`src/rtl/steer_quad_encoder_pkg.sv`:
```
// steer_pkg: shared state type, reset phase and quadrature step helper
// for the steering quadrature encoder.
package steer_pkg;

    typedef enum logic [1:0] {ST_IDLE, ST_RUN_R, ST_RUN_L} steer_state_t;

    localparam logic [1:0] PHASE_RESET = 2'b00;

    // {A,B}: right walks 00->10->11->01, left walks the reverse
    function automatic logic [1:0] gray_next(input logic [1:0] phase, input logic dir_right);
        return dir_right ? {~phase[0], phase[1]} : {phase[0], ~phase[1]};
    endfunction

endpackage

```
`src/rtl/steer_quad_encoder_if.sv`:
```
// steer_quad_encoder_if: rate window, steering requests and quadrature outputs.
interface steer_quad_encoder_if #(
    parameter int CHANNELS = 2,
    parameter int DIV_W    = 16
);
    logic [DIV_W-1:0]      clkdiv_max;
    logic [DIV_W-1:0]      clkdiv_min;
    logic                  accel_en;
    logic [CHANNELS-1:0]   left;
    logic [CHANNELS-1:0]   right;
    logic [2*CHANNELS-1:0] steer;
    logic [CHANNELS-1:0]   step;

    modport master (
        output clkdiv_max, clkdiv_min, accel_en, left, right,
        input  steer, step
    );

    modport slave (
        input  clkdiv_max, clkdiv_min, accel_en, left, right,
        output steer, step
    );
endinterface

```
`src/rtl/steer_quad_encoder_channel.sv`:
```
// steer_quad_channel: one steering channel - input synchroniser, IDLE/RUN FSM,
// step-period divider with acceleration ramp, and quadrature phase register.
module steer_quad_channel
    import steer_pkg::*;
#(
    parameter int DIV_W       = 16,
    parameter int ACCEL_SHIFT = 3
) (
    input  logic             CLK,
    input  logic             reset,
    input  logic [DIV_W-1:0] eff_max,
    input  logic [DIV_W-1:0] eff_min,
    input  logic             accel_en,
    input  logic             left,
    input  logic             right,
    output logic [1:0]       phase,
    output logic             step
);

    localparam logic [DIV_W-1:0] ONE = DIV_W'(1);

    logic [1:0]       l_sync, r_sync;
    logic             cmd_r, cmd_l, load;
    steer_state_t     state, state_next;
    logic [DIV_W-1:0] period, cnt, dec, ramp, new_period;

    always_ff @(posedge CLK or posedge reset) begin
        if (reset) begin
            l_sync <= '0;
            r_sync <= '0;
        end else begin
            l_sync <= {l_sync[0], left};
            r_sync <= {r_sync[0], right};
        end
    end

    assign cmd_r = r_sync[1] & ~l_sync[1];
    assign cmd_l = l_sync[1] & ~r_sync[1];

    always_ff @(posedge CLK or posedge reset) begin
        if (reset) state <= ST_IDLE;
        else       state <= state_next;
    end

    // The decoded command alone selects the next state from any state
    always_comb begin
        state_next = cmd_r ? ST_RUN_R : cmd_l ? ST_RUN_L : ST_IDLE;
    end

    always_comb begin
        step = cnt == '0 && ((state == ST_RUN_R && cmd_r) || (state == ST_RUN_L && cmd_l));
        load = state_next != ST_IDLE && state_next != state;
    end

    always_comb begin
        dec        = (period >> ACCEL_SHIFT) == '0 ? ONE : period >> ACCEL_SHIFT;
        ramp       = period - dec;
        new_period = !accel_en ? eff_max : (ramp < eff_min ? eff_min : ramp);
    end

    // Period follows the live window while idle, so it holds the clamped max
    // from the first cycle after reset onward
    always_ff @(posedge CLK or posedge reset) begin
        if (reset) begin
            period <= ONE;
            cnt    <= '0;
            phase  <= PHASE_RESET;
        end else if (load) begin
            period <= eff_max;
            cnt    <= eff_max - ONE;
        end else if (step) begin
            period <= new_period;
            cnt    <= new_period - ONE;
            phase  <= gray_next(phase, state == ST_RUN_R);
        end else if (state_next == ST_IDLE) begin
            period <= eff_max;
        end else begin
            cnt    <= cnt - ONE;
        end
    end

endmodule

```
`src/rtl/steer_quad_encoder.sv`:
```
// steer_quad_encoder: multi-channel left/right to quadrature A/B converter with
// per-channel step acceleration and a shared runtime rate window.
module steer_quad_encoder
    import steer_pkg::*;
#(
    parameter int CHANNELS    = 2,
    parameter int DIV_W       = 16,
    parameter int ACCEL_SHIFT = 3
) (
    input logic           CLK,
    input logic           reset,
    steer_quad_encoder_if.slave bus
);

    localparam logic [DIV_W-1:0] ONE = DIV_W'(1);

    logic [DIV_W-1:0]      eff_max, eff_min, min_lo;
    logic [2*CHANNELS-1:0] steer_w;
    logic [CHANNELS-1:0]   step_w;

    // Zero periods are meaningless; min may never exceed max
    always_comb begin
        eff_max = bus.clkdiv_max == '0 ? ONE : bus.clkdiv_max;
        min_lo  = bus.clkdiv_min == '0 ? ONE : bus.clkdiv_min;
        eff_min = min_lo > eff_max ? eff_max : min_lo;
    end

    for (genvar c = 0; c < CHANNELS; c++) begin : g_ch
        steer_quad_channel #(
            .DIV_W       (DIV_W),
            .ACCEL_SHIFT (ACCEL_SHIFT)
        ) u_ch (
            .CLK      (CLK),
            .reset    (reset),
            .eff_max  (eff_max),
            .eff_min  (eff_min),
            .accel_en (bus.accel_en),
            .left     (bus.left[c]),
            .right    (bus.right[c]),
            .phase    (steer_w[2*c+:2]),
            .step     (step_w[c])
        );
    end

    assign bus.steer = steer_w;
    assign bus.step  = step_w;

endmodule

```
`src/flat_wrapper.sv`:
```
// flat-port wrapper written by rule: the top's interface ports become plain ports
module steer_quad_encoder_flat import steer_pkg::*;
#(
    parameter int CHANNELS    = 2,
    parameter int DIV_W       = 16,
    parameter int ACCEL_SHIFT = 3
)
  (CLK, reset, bus_clkdiv_max, bus_clkdiv_min, bus_accel_en, bus_left, bus_right, bus_steer, bus_step);
  steer_quad_encoder_if #(.CHANNELS(CHANNELS), .DIV_W(DIV_W)) bus_i ();
  input logic CLK;
  input logic reset;
  input wire logic [$bits(bus_i.clkdiv_max)-1:0] bus_clkdiv_max;
  input wire logic [$bits(bus_i.clkdiv_min)-1:0] bus_clkdiv_min;
  input wire logic [$bits(bus_i.accel_en)-1:0] bus_accel_en;
  input wire logic [$bits(bus_i.left)-1:0] bus_left;
  input wire logic [$bits(bus_i.right)-1:0] bus_right;
  output wire logic [$bits(bus_i.steer)-1:0] bus_steer;
  output wire logic [$bits(bus_i.step)-1:0] bus_step;
  assign bus_i.clkdiv_max = bus_clkdiv_max;
  assign bus_i.clkdiv_min = bus_clkdiv_min;
  assign bus_i.accel_en = bus_accel_en;
  assign bus_i.left = bus_left;
  assign bus_i.right = bus_right;
  assign bus_steer = bus_i.steer;
  assign bus_step = bus_i.step;
  steer_quad_encoder #(.CHANNELS(CHANNELS), .DIV_W(DIV_W), .ACCEL_SHIFT(ACCEL_SHIFT)) u_core (.CLK(CLK), .reset(reset), .bus(bus_i));
endmodule
```
`config.mk`:
```
export PLATFORM = sky130hd
export DESIGN_NAME = steer_quad_encoder_flat
export DESIGN_NICKNAME = d
export VERILOG_FILES = /design/src/rtl/steer_quad_encoder_pkg.sv /design/src/rtl/steer_quad_encoder_if.sv /design/src/rtl/steer_quad_encoder_channel.sv /design/src/rtl/steer_quad_encoder.sv /design/src/flat_wrapper.sv
export SDC_FILE = /design/constraint.sdc
export NUM_CORES = 1
export LEC_CHECK = 0
export ABC_AREA = 1
export ABC_CLOCK_PERIOD_IN_PS = 12630
export BUFFER_PORTS_ARGS = -buffer_cell sky130_fd_sc_hd__buf_2
export CAP_MARGIN = 20
export CORE_MARGIN = 1.5
export CORE_UTILIZATION = 40
export CTS_CLUSTER_DIAMETER = 50
export DETAILED_ROUTE_END_ITERATION = 6
export GPL_TIMING_DRIVEN = 0
export HOLD_SLACK_MARGIN = 0.05
export MAX_ROUTING_LAYER = met4
export SETUP_SLACK_MARGIN = 0.4
export SYNTH_ARGS = -nofsm -noshare
export SYNTH_HDL_FRONTEND = slang
export SYNTH_SLANG_ARGS = --single-unit
```
`constraint.sdc`:
```
create_clock -name CLK -period 12.63 [get_ports CLK]
set_input_delay 0.6315 -clock CLK [delete_from_list [all_inputs] [get_ports CLK]]
set_output_delay 0.6315 -clock CLK [all_outputs]
set_load 0.02 [all_outputs]
```
==> impl_metrics.ini, run 1 <==
[outcome]
outcome = complete, no violations

[sta]
post-route-min-period_ns = 6.08
final-setup-viol-count = 0
grt_setup_unrepaired = false
final.setup.worst_slack_ns = 6.55
final_hold_viol_count = 0
tns_ns = 0
slew_violations = 0
timing.clock.skew_ns = 0.00650
timing.max_slew.rel_slack = 0.490
maxClockFrequency_mhz = 164
final.period_utilization = 0.482
worstMarginPinSlew_ns = 0.758

[clock_tree]
cts_htree_levels = 3
cts_tree = done
cts.path.max_buffers = 2
cts.root.buffer_cell = clkbuf_16
ctsResizeCount = 0
clk_pin_slew_ns = 0.06
clock_insertion_delay_worst_skew_ns = 0.35
postCtsSetupBuffers = 0
cts_made_buffers = 9
cts_hold_buf = 0
clock-sinks = 80

[synth]
synth_ff_type = dfrtp_1
ys.warnings.count = 0
syn_avg_cell_area_um2 = 6.50
synth.net_count = 1461
ys_types = 52
postSynthRegisterBits = 80
asyncSetResetFlopFracSynth = 1.00
synth.top_cells.by_count = 319 x nand2_1, 221 x inv_1, 163 x nand3_1
synthMostInstantiatedCell = nand2_1
synth_top_cell_by_area = dfrtp_1
synthCells = 1344
yosys-top-cells-area = dfrtp_1 22%, nand2_1 14%, ha_1 11%, inv_1 9.5%, nand3_1 9.3%
netlist.area_leader.share = 0.224
synth-seq-area-share = 0.230
synth_edf_count = 0
post_synth_instance_area_mm2 = 0.00873

[critical_path]
startpoint_type = primary input
critical_path.reg2reg.endpoint = u_core.g_ch[0].u_ch.cnt[6]
critical_path_peak_fanout = 10
worst_r2r_startpoint = u_core.g_ch[0].u_ch.period[4]
setup.worst_path.end_class = register
worst_r2r_path_depth = 37
cp.arrival_ns = 6.37
cp_common_cell = nand2_1
setup.worst_path.class = primary input to register
crit_path_max_incr_delay_ns = 0.34
cp_slowest_cell = ha_1
critical-path-top-delay-family = simple AND/OR/NAND/NOR gates
worst-endpoint-required_ns = 12.91
number_of_buffers_and_inverters_on_the_critical_path = 8
reg2reg_setup_slack_ns = 6.72

[place]
finalWeightedCongestion = 0.979
preCtsSetupSlack_ns = 6.32
number_of_buffers_inserted_by_port_buffering = 44
dp_hpwl_um = 24100

[power]
p_switching_mw = 0.780
power.share.switching = 0.491
power_report.internal_total_mw = 0.810
power.clock.fraction = 0.170
share_seq_of_total_power = 0.221
p_leak_nw = 5.17
comb_pwr_share = 0.609
vdd_drop_max_mv = 0.0776
power-per-cell-area_mw_per_mm2 = 165

[final_layout]
fin_nets = 1517
drive_above_1_share = 0.100
nFillCells = 2273
final_core_utilization = 0.454
diodes = 0
area_growth_syn_to_layout_pct = 10.2

[grt]
grt.total_usage = 0.273
grt_pass1_vias = 8499
grt_max_degree = 67
grt_antenna_before_repair = 0
first_pass_grt_wire_length_um = 45500
grt-ovfl-total = 0

[detailed_routing]
detailedRoute.firstPassIterationCount = 7
drt_iter0_markers = 867
vias_per_cell = 5.38
vias = 9041
routed_wl_um = 29200
drc_errors = 0
drt-wirelength-per-cell_um = 17.4
route.antenna.remaining_nets = 0

[floorplanning]
die_outline_height_um = 151
num_io_pins = 45
rows = 53
fp.dieArea_mm2 = 0.0227
core_mm2 = 0.0212
floorplan.die.width_um = 151
floorplan.initialDensity = 0.411

[job]
cap_viol_max_count = 0

[min_path]
hold_class = primary input to async pin
stage by stage:
stage | std cells | hold WS [ns] | total power [mW] | cell area, um2
global route | 1680 | 0.214 | 1.74 | 9630
CTS | 1680 | 0.203 | 1.59 | 9630
detailed placement | 1664 | 0.336 | 1.31 | 9330
floorplan | 1344 | 0.331 | 1.08 | 8730
finish | 1680 | 0.203 | 1.59 | 9630
global placement | 1663 | 0.332 | 1.30 | 9300
routing by layer:
layer | wire length, um | GRT usage
met5 | 0 | -
met4 | 1080 | 0.108
met3 | 1710 | 0.0309
met2 | 13100 | 0.426
met1 | 13300 | 0.361
kinds of logic after synthesis:
| kind of cell | count (synthesis) | synth area share |
|---|---|---|
| AOI/OAI and AO/OA | 199 | 0.143 |
| xor gates and xnor gates | 48 | 0.0481 |
| adders and majority gates | 78 | 0.113 |
| buffers and inverters | 285 | 0.129 |
| DFF | 80 | 0.230 |
| and+or+nand+nor | 654 | 0.337 |
worst reg2reg max path: cells and delay by family (launching register included):
family          cells  cell delay [ns]
buf+inv             2             0.15
compound gates      7             1.45
simple gates       24             2.60
fa+ha+maj           4             1.14
flops               1             0.46
how the worst max path moves through the flow:
| stage | slack, ns | from | cells after the start | end |
|---|---|---|---|---|
| 2_1_floorplan | 7.71 | u_core.g_ch[0].u_ch.period[15] | 37 | u_core.g_ch[0].u_ch.cnt[6] |
| 3_3_place_gp | 6.37 | bus_clkdiv_max[4] | 43 | u_core.g_ch[0].u_ch.cnt[6] |
| 3_5_place_dp | 6.32 | bus_clkdiv_max[5] | 43 | u_core.g_ch[0].u_ch.cnt[6] |
| 4_1_cts | 6.68 | bus_clkdiv_max[4] | 43 | u_core.g_ch[0].u_ch.cnt[6] |
| 5_1_grt | 6.01 | bus_clkdiv_max[6] | 43 | u_core.g_ch[0].u_ch.cnt[6] |
| 6_report | 6.55 | bus_clkdiv_max[6] | 42 | u_core.g_ch[1].u_ch.cnt[14] |
layout make-up:
cell class              count  area, um2  area share
plain buffers              52        255      0.0265
clock buffers              13        260      0.0270
clock inverters             3       40.0     0.00416
inverters                 233        877      0.0911
multi-input cells         979       5600       0.581
flip-flops and latches     80       2000       0.208
well taps                 275        344      0.0357
repair buffers             45        248      0.0257
flip-flops by register name, indices dropped and copies added (netlist names):
| signal | flops |
|---|---|
| u_core.g_ch.u_ch.l_sync | 4 |
| u_core.g_ch.u_ch.state | 4 |
| u_core.g_ch.u_ch.cnt | 32 |
| u_core.g_ch.u_ch.period | 32 |
| u_core.g_ch.u_ch.phase | 4 |
| u_core.g_ch.u_ch.r_sync | 4 |
cell usage in the layout (no fill, tap or decap), types with 6 or more instances in the layout:
cell	synthesis	final
nand2_1	319	319
inv_1	221	220
nand3_1	163	163
nor2_1	86	86
dfrtp_1	78	78
ha_1	76	76
a21oi_1	63	63
o21ai_0	58	58
buf_2	6	50
clkbuf_1	37	39
xor2_1	38	38
nand2_2	19	19
o221ai_1	19	19
nand4_1	18	18
xnor2_1	10	10
nor3_1	10	10
o21bai_1	9	9
nor2_2	9	9
clkbuf_16	0	9
inv_2	8	8
nor4_1	8	8
a21oi_2	6	6
o22ai_1	6	6
o211ai_1	6	6
power groups by stage:
stage	logic, mW	registers [mW]	clock network [mW]
2_1_floorplan	0.735	0.343	0
3_3_place_gp	0.943	0.354	0
3_5_place_dp	0.955	0.354	0
4_1_cts	0.960	0.350	0.276
5_1_grt	1.10	0.358	0.286
6_report	0.969	0.351	0.271
Power figures use the tool's default switching activity.
==> run 2: changes to the inputs <==
--- a/config.mk
+++ b/config.mk
@@ -5,8 +5,8 @@
 export SDC_FILE = /design/constraint.sdc
 export NUM_CORES = 1
 export LEC_CHECK = 0
-export ABC_AREA = 1
-export ABC_CLOCK_PERIOD_IN_PS = 12630
+export ABC_AREA = 0
+export ABC_CLOCK_PERIOD_IN_PS = 5850
 export BUFFER_PORTS_ARGS = -buffer_cell sky130_fd_sc_hd__buf_2
 export CAP_MARGIN = 20
 export CORE_MARGIN = 1.5
==> constraint.sdc (replaced) <==
create_clock -name CLK -period 5.85 [get_ports CLK]
set_input_delay 0.2925 -clock CLK [delete_from_list [all_inputs] [get_ports CLK]]
set_output_delay 0.2925 -clock CLK [all_outputs]
set_load 0.02 [all_outputs]
==> run 2 against run 1 <==
  * The run now ends with design-rule violations, negative setup slack left
  * Critical path type unchanged
  * Critical path depth fell by 16
  * Flip-flop and latch count did not move
  * Clock skew rose by 0.0031 ns
  * Synthesized area rose by 3.0%
  * Cell area rose by 26%
==> impl_metrics.ini, run 2 <==
[floorplanning]
floorplan.die.width_um = 153
core_mm2 = 0.0220
floorplan.initialDensity = 0.410
fp.dieArea_mm2 = 0.0234
die_outline_height_um = 153
num_io_pins = 45
rows = 54

[critical_path]
setup.worst_path.end_class = register
cp.arrival_ns = 6.18
worst-endpoint-required_ns = 6.11
setup.worst_path.class = primary input to register
startpoint_type = primary input
critical_path_peak_fanout = 10

[final_layout]
diodes = 0
biggestRegsByFlops = u_core.g_ch.u_ch.cnt: 32 flops, u_core.g_ch.u_ch.period: 32 flops
area_taken_by_multi_input_logic_gates_mm2 = 0.00763
area_growth_syn_to_layout_pct = 34.6
nFillCells = 2036
regArea_mm2 = 0.00202
drive_above_1_share = 0.296
fin_nets = 1446
most-common-layout-cells = 102 x buf_4, 99 x nor2_1, 85 x nand2_1, 77 x a21oi_1, 70 x ha_1
final_cells = 1614
layout.cells.most_common = buf_4

[place]
number_of_buffers_inserted_by_port_buffering = 37
finalWeightedCongestion = 0.989
dp_hpwl_um = 29200
placed_cells = 1487

[grt]
grt_antenna_before_repair = 0
grt_pass1_vias = 10000
first_pass_grt_wire_length_um = 59700
grt-ovfl-total = 0
grt.total_usage = 0.343
grt_max_degree = 54

[synth]
synth_ff_type = dfrtp_1
synth.net_count = 1286
ys_types = 97
netlist.area_leader.share = 0.217
synth-seq-area-share = 0.223
synth_edf_count = 0
postSynthRegisterBits = 80
post_synth_instance_area_mm2 = 0.00899
synthMostInstantiatedCell = nor2_1
ys.warnings.count = 0
synth_top_cell_by_area = dfrtp_1
syn_avg_cell_area_um2 = 7.69
synthCells = 1169
asyncSetResetFlopFracSynth = 1.00
yosys-top-cells-area = dfrtp_1 22%, ha_1 11%, a21oi_1 5.2%, xnor2_1 4.5%, nor2_1 4.4%
synth.top_cells.by_count = 106 x nor2_1, 94 x a21oi_1, 90 x nand2_1

[sta]
post-route-min-period_ns = 5.93
final-setup-viol-count = 5
grt_setup_unrepaired = true
slew_violations = 0
worstMarginPinSlew_ns = 1.07
final.setup.worst_slack_ns = -0.0779
timing.max_slew.rel_slack = 0.279
tns_ns = -0.243
timing.clock.skew_ns = 0.00958
final_hold_viol_count = 0
final.period_utilization = 1.01
worst_hold_slack_ns = 0.0557
maxClockFrequency_mhz = 169

[clock_tree]
cts.root.buffer_cell = clkbuf_16
clock-sinks = 80
cts_htree_levels = 3
cts_tree = done
cts_made_buffers = 9
clock_insertion_delay_worst_skew_ns = 0.34
clk_pin_slew_ns = 0.06
cts.path.max_buffers = 2

[outcome]
outcome = finished, violations left
violations_in_the_final_reports = design-rule violations, negative setup slack

[detailed_routing]
drt_iter0_markers = 1350
met1Wirelength_um = 17000
detailedRoute.firstPassIterationCount = 7
routed-wl-met3_um = 4060
top_layer = met4
routed_wl_um = 39900
route.antenna.remaining_nets = 0
vias_per_cell = 6.44
dr_wl_met2_um = 17000
vias = 10400
drc_errors = 12
drt-wirelength-per-cell_um = 24.7

[power]
vdd_drop_max_mv = 0.167
p_leak_nw = 4.92
power-per-cell-area_mw_per_mm2 = 350

[min_path]
hold_class = primary input to register

[job]
cap_viol_max_count = 0
[run 2: cell types whose count changed in the layout (fill, tap and decap cells not counted), sizes merged, moves of 18 or more]
cell	previous run	this run
buf	60	160
a31oi	5	27
or3	0	20
xor2	38	10
nand3	167	33
a21oi	71	95
and2	1	19
o22ai	6	29
xnor2	10	46
nand2	343	90
inv	229	74
nor4	8	33
nor3	10	37
[run 2: layer usage]
layer,GRT usage,vias up
met5,-,-
met4,0.155,0
met3,0.0695,133
met2,0.492,638
met1,0.464,4956
li1,-,4669
[run 2: logic make-up (layout without fill, tap and decap cells)]
family,Yosys count,count (layout),share of synthesized area
XOR/XNOR,56,56,0.0545
multiplexers,16,16,0.0191
flip-flops,80,80,0.223
AO/OA/AOI/OAI,376,376,0.287
AND/OR/NAND/NOR,423,423,0.245
buffers and inverters,140,305,0.0615
adder cells (fa/ha/maj),78,78,0.110
[run 2: per-stage QoR]
step | area [um2] | utilization | setup slack (ns) | power [mW]
floorplan | 9270 | - | 0.142 | 2.25
global placement | 9810 | 0.447 | -1.82 | 2.83
detailed placement | 9840 | 0.448 | -1.72 | 2.84
CTS | 11400 | 0.519 | 0.0993 | 3.88
global route | 12100 | 0.551 | -0.303 | 4.45
finish | 12100 | 0.551 | -0.0779 | 4.23
[run 2: final cells by class]
type,count,share of cell area
Buffer,62,0.0291
Tap cell,280,0.0289
Multi-Input combinational cell,949,0.631
Inverter,78,0.0261
Clock buffer,11,0.0201
Clock inverter,5,0.00662
Timing Repair Buffer,149,0.0917
Sequential cell,80,0.167
[run 2: power breakdown]
part	switching (mW)	internal [mW]
Sequential	0.161	0.666
Clock	0.241	0.385
Combinational	1.63	1.15
[run 2: worst paths after layout]
| kind | from | end | slack (ns) | cells past startpoint |
|---|---|---|---|---|
| max in group asynchronous | reset | u_core.g_ch[1].u_ch.period[0] | 4.71 | 4 |
| min reg2reg | u_core.g_ch[0].u_ch.l_sync[0] | u_core.g_ch[0].u_ch.l_sync[1] | 0.35 | 0 |
| min | bus_right[1] | u_core.g_ch[1].u_ch.r_sync[0] | 0.06 | 1 |
| min in group asynchronous | reset | u_core.g_ch[0].u_ch.r_sync[0] | 0.49 | 3 |
| max reg2reg | u_core.g_ch[0].u_ch.period[15] | u_core.g_ch[0].u_ch.cnt[12] | -0.03 | 27 |
| max | bus_clkdiv_max[4] | u_core.g_ch[0].u_ch.cnt[12] | -0.08 | 26 |
[run 2: worst max-delay path: stages]
cell      delay [ns]
buf_2           0.34
inv_1           0.21
ha_1            0.32
and4_1          0.26
nand3_1         0.18
or3_4           0.39
o21ai_4         0.09
clkbuf_8        0.25
mux2_4          0.34
inv_4           0.12
ha_4            0.22
a21o_1          0.20
a21oi_4         0.20
o211ai_1        0.12
mux2_4          0.29
nand4b_1        0.12
buf_6           0.14
a21o_4          0.16
buf_6           0.16
nand3_1         0.16
a31oi_2         0.44
a31oi_4         0.19
nor4b_4         0.33
buf_4           0.18
mux2_4          0.30
a211oi_2        0.14
[run 2: timing repair]
action / 4_1_cts / 5_1_grt
pin swaps: 72 / 62
resized for setup: 151 / 81
hold buffers: 1 / 0
endpoints found under the hold margin: 26 / 0
buffers inserted: 71 / 38
endpoints found under the setup margin: 63 / 34
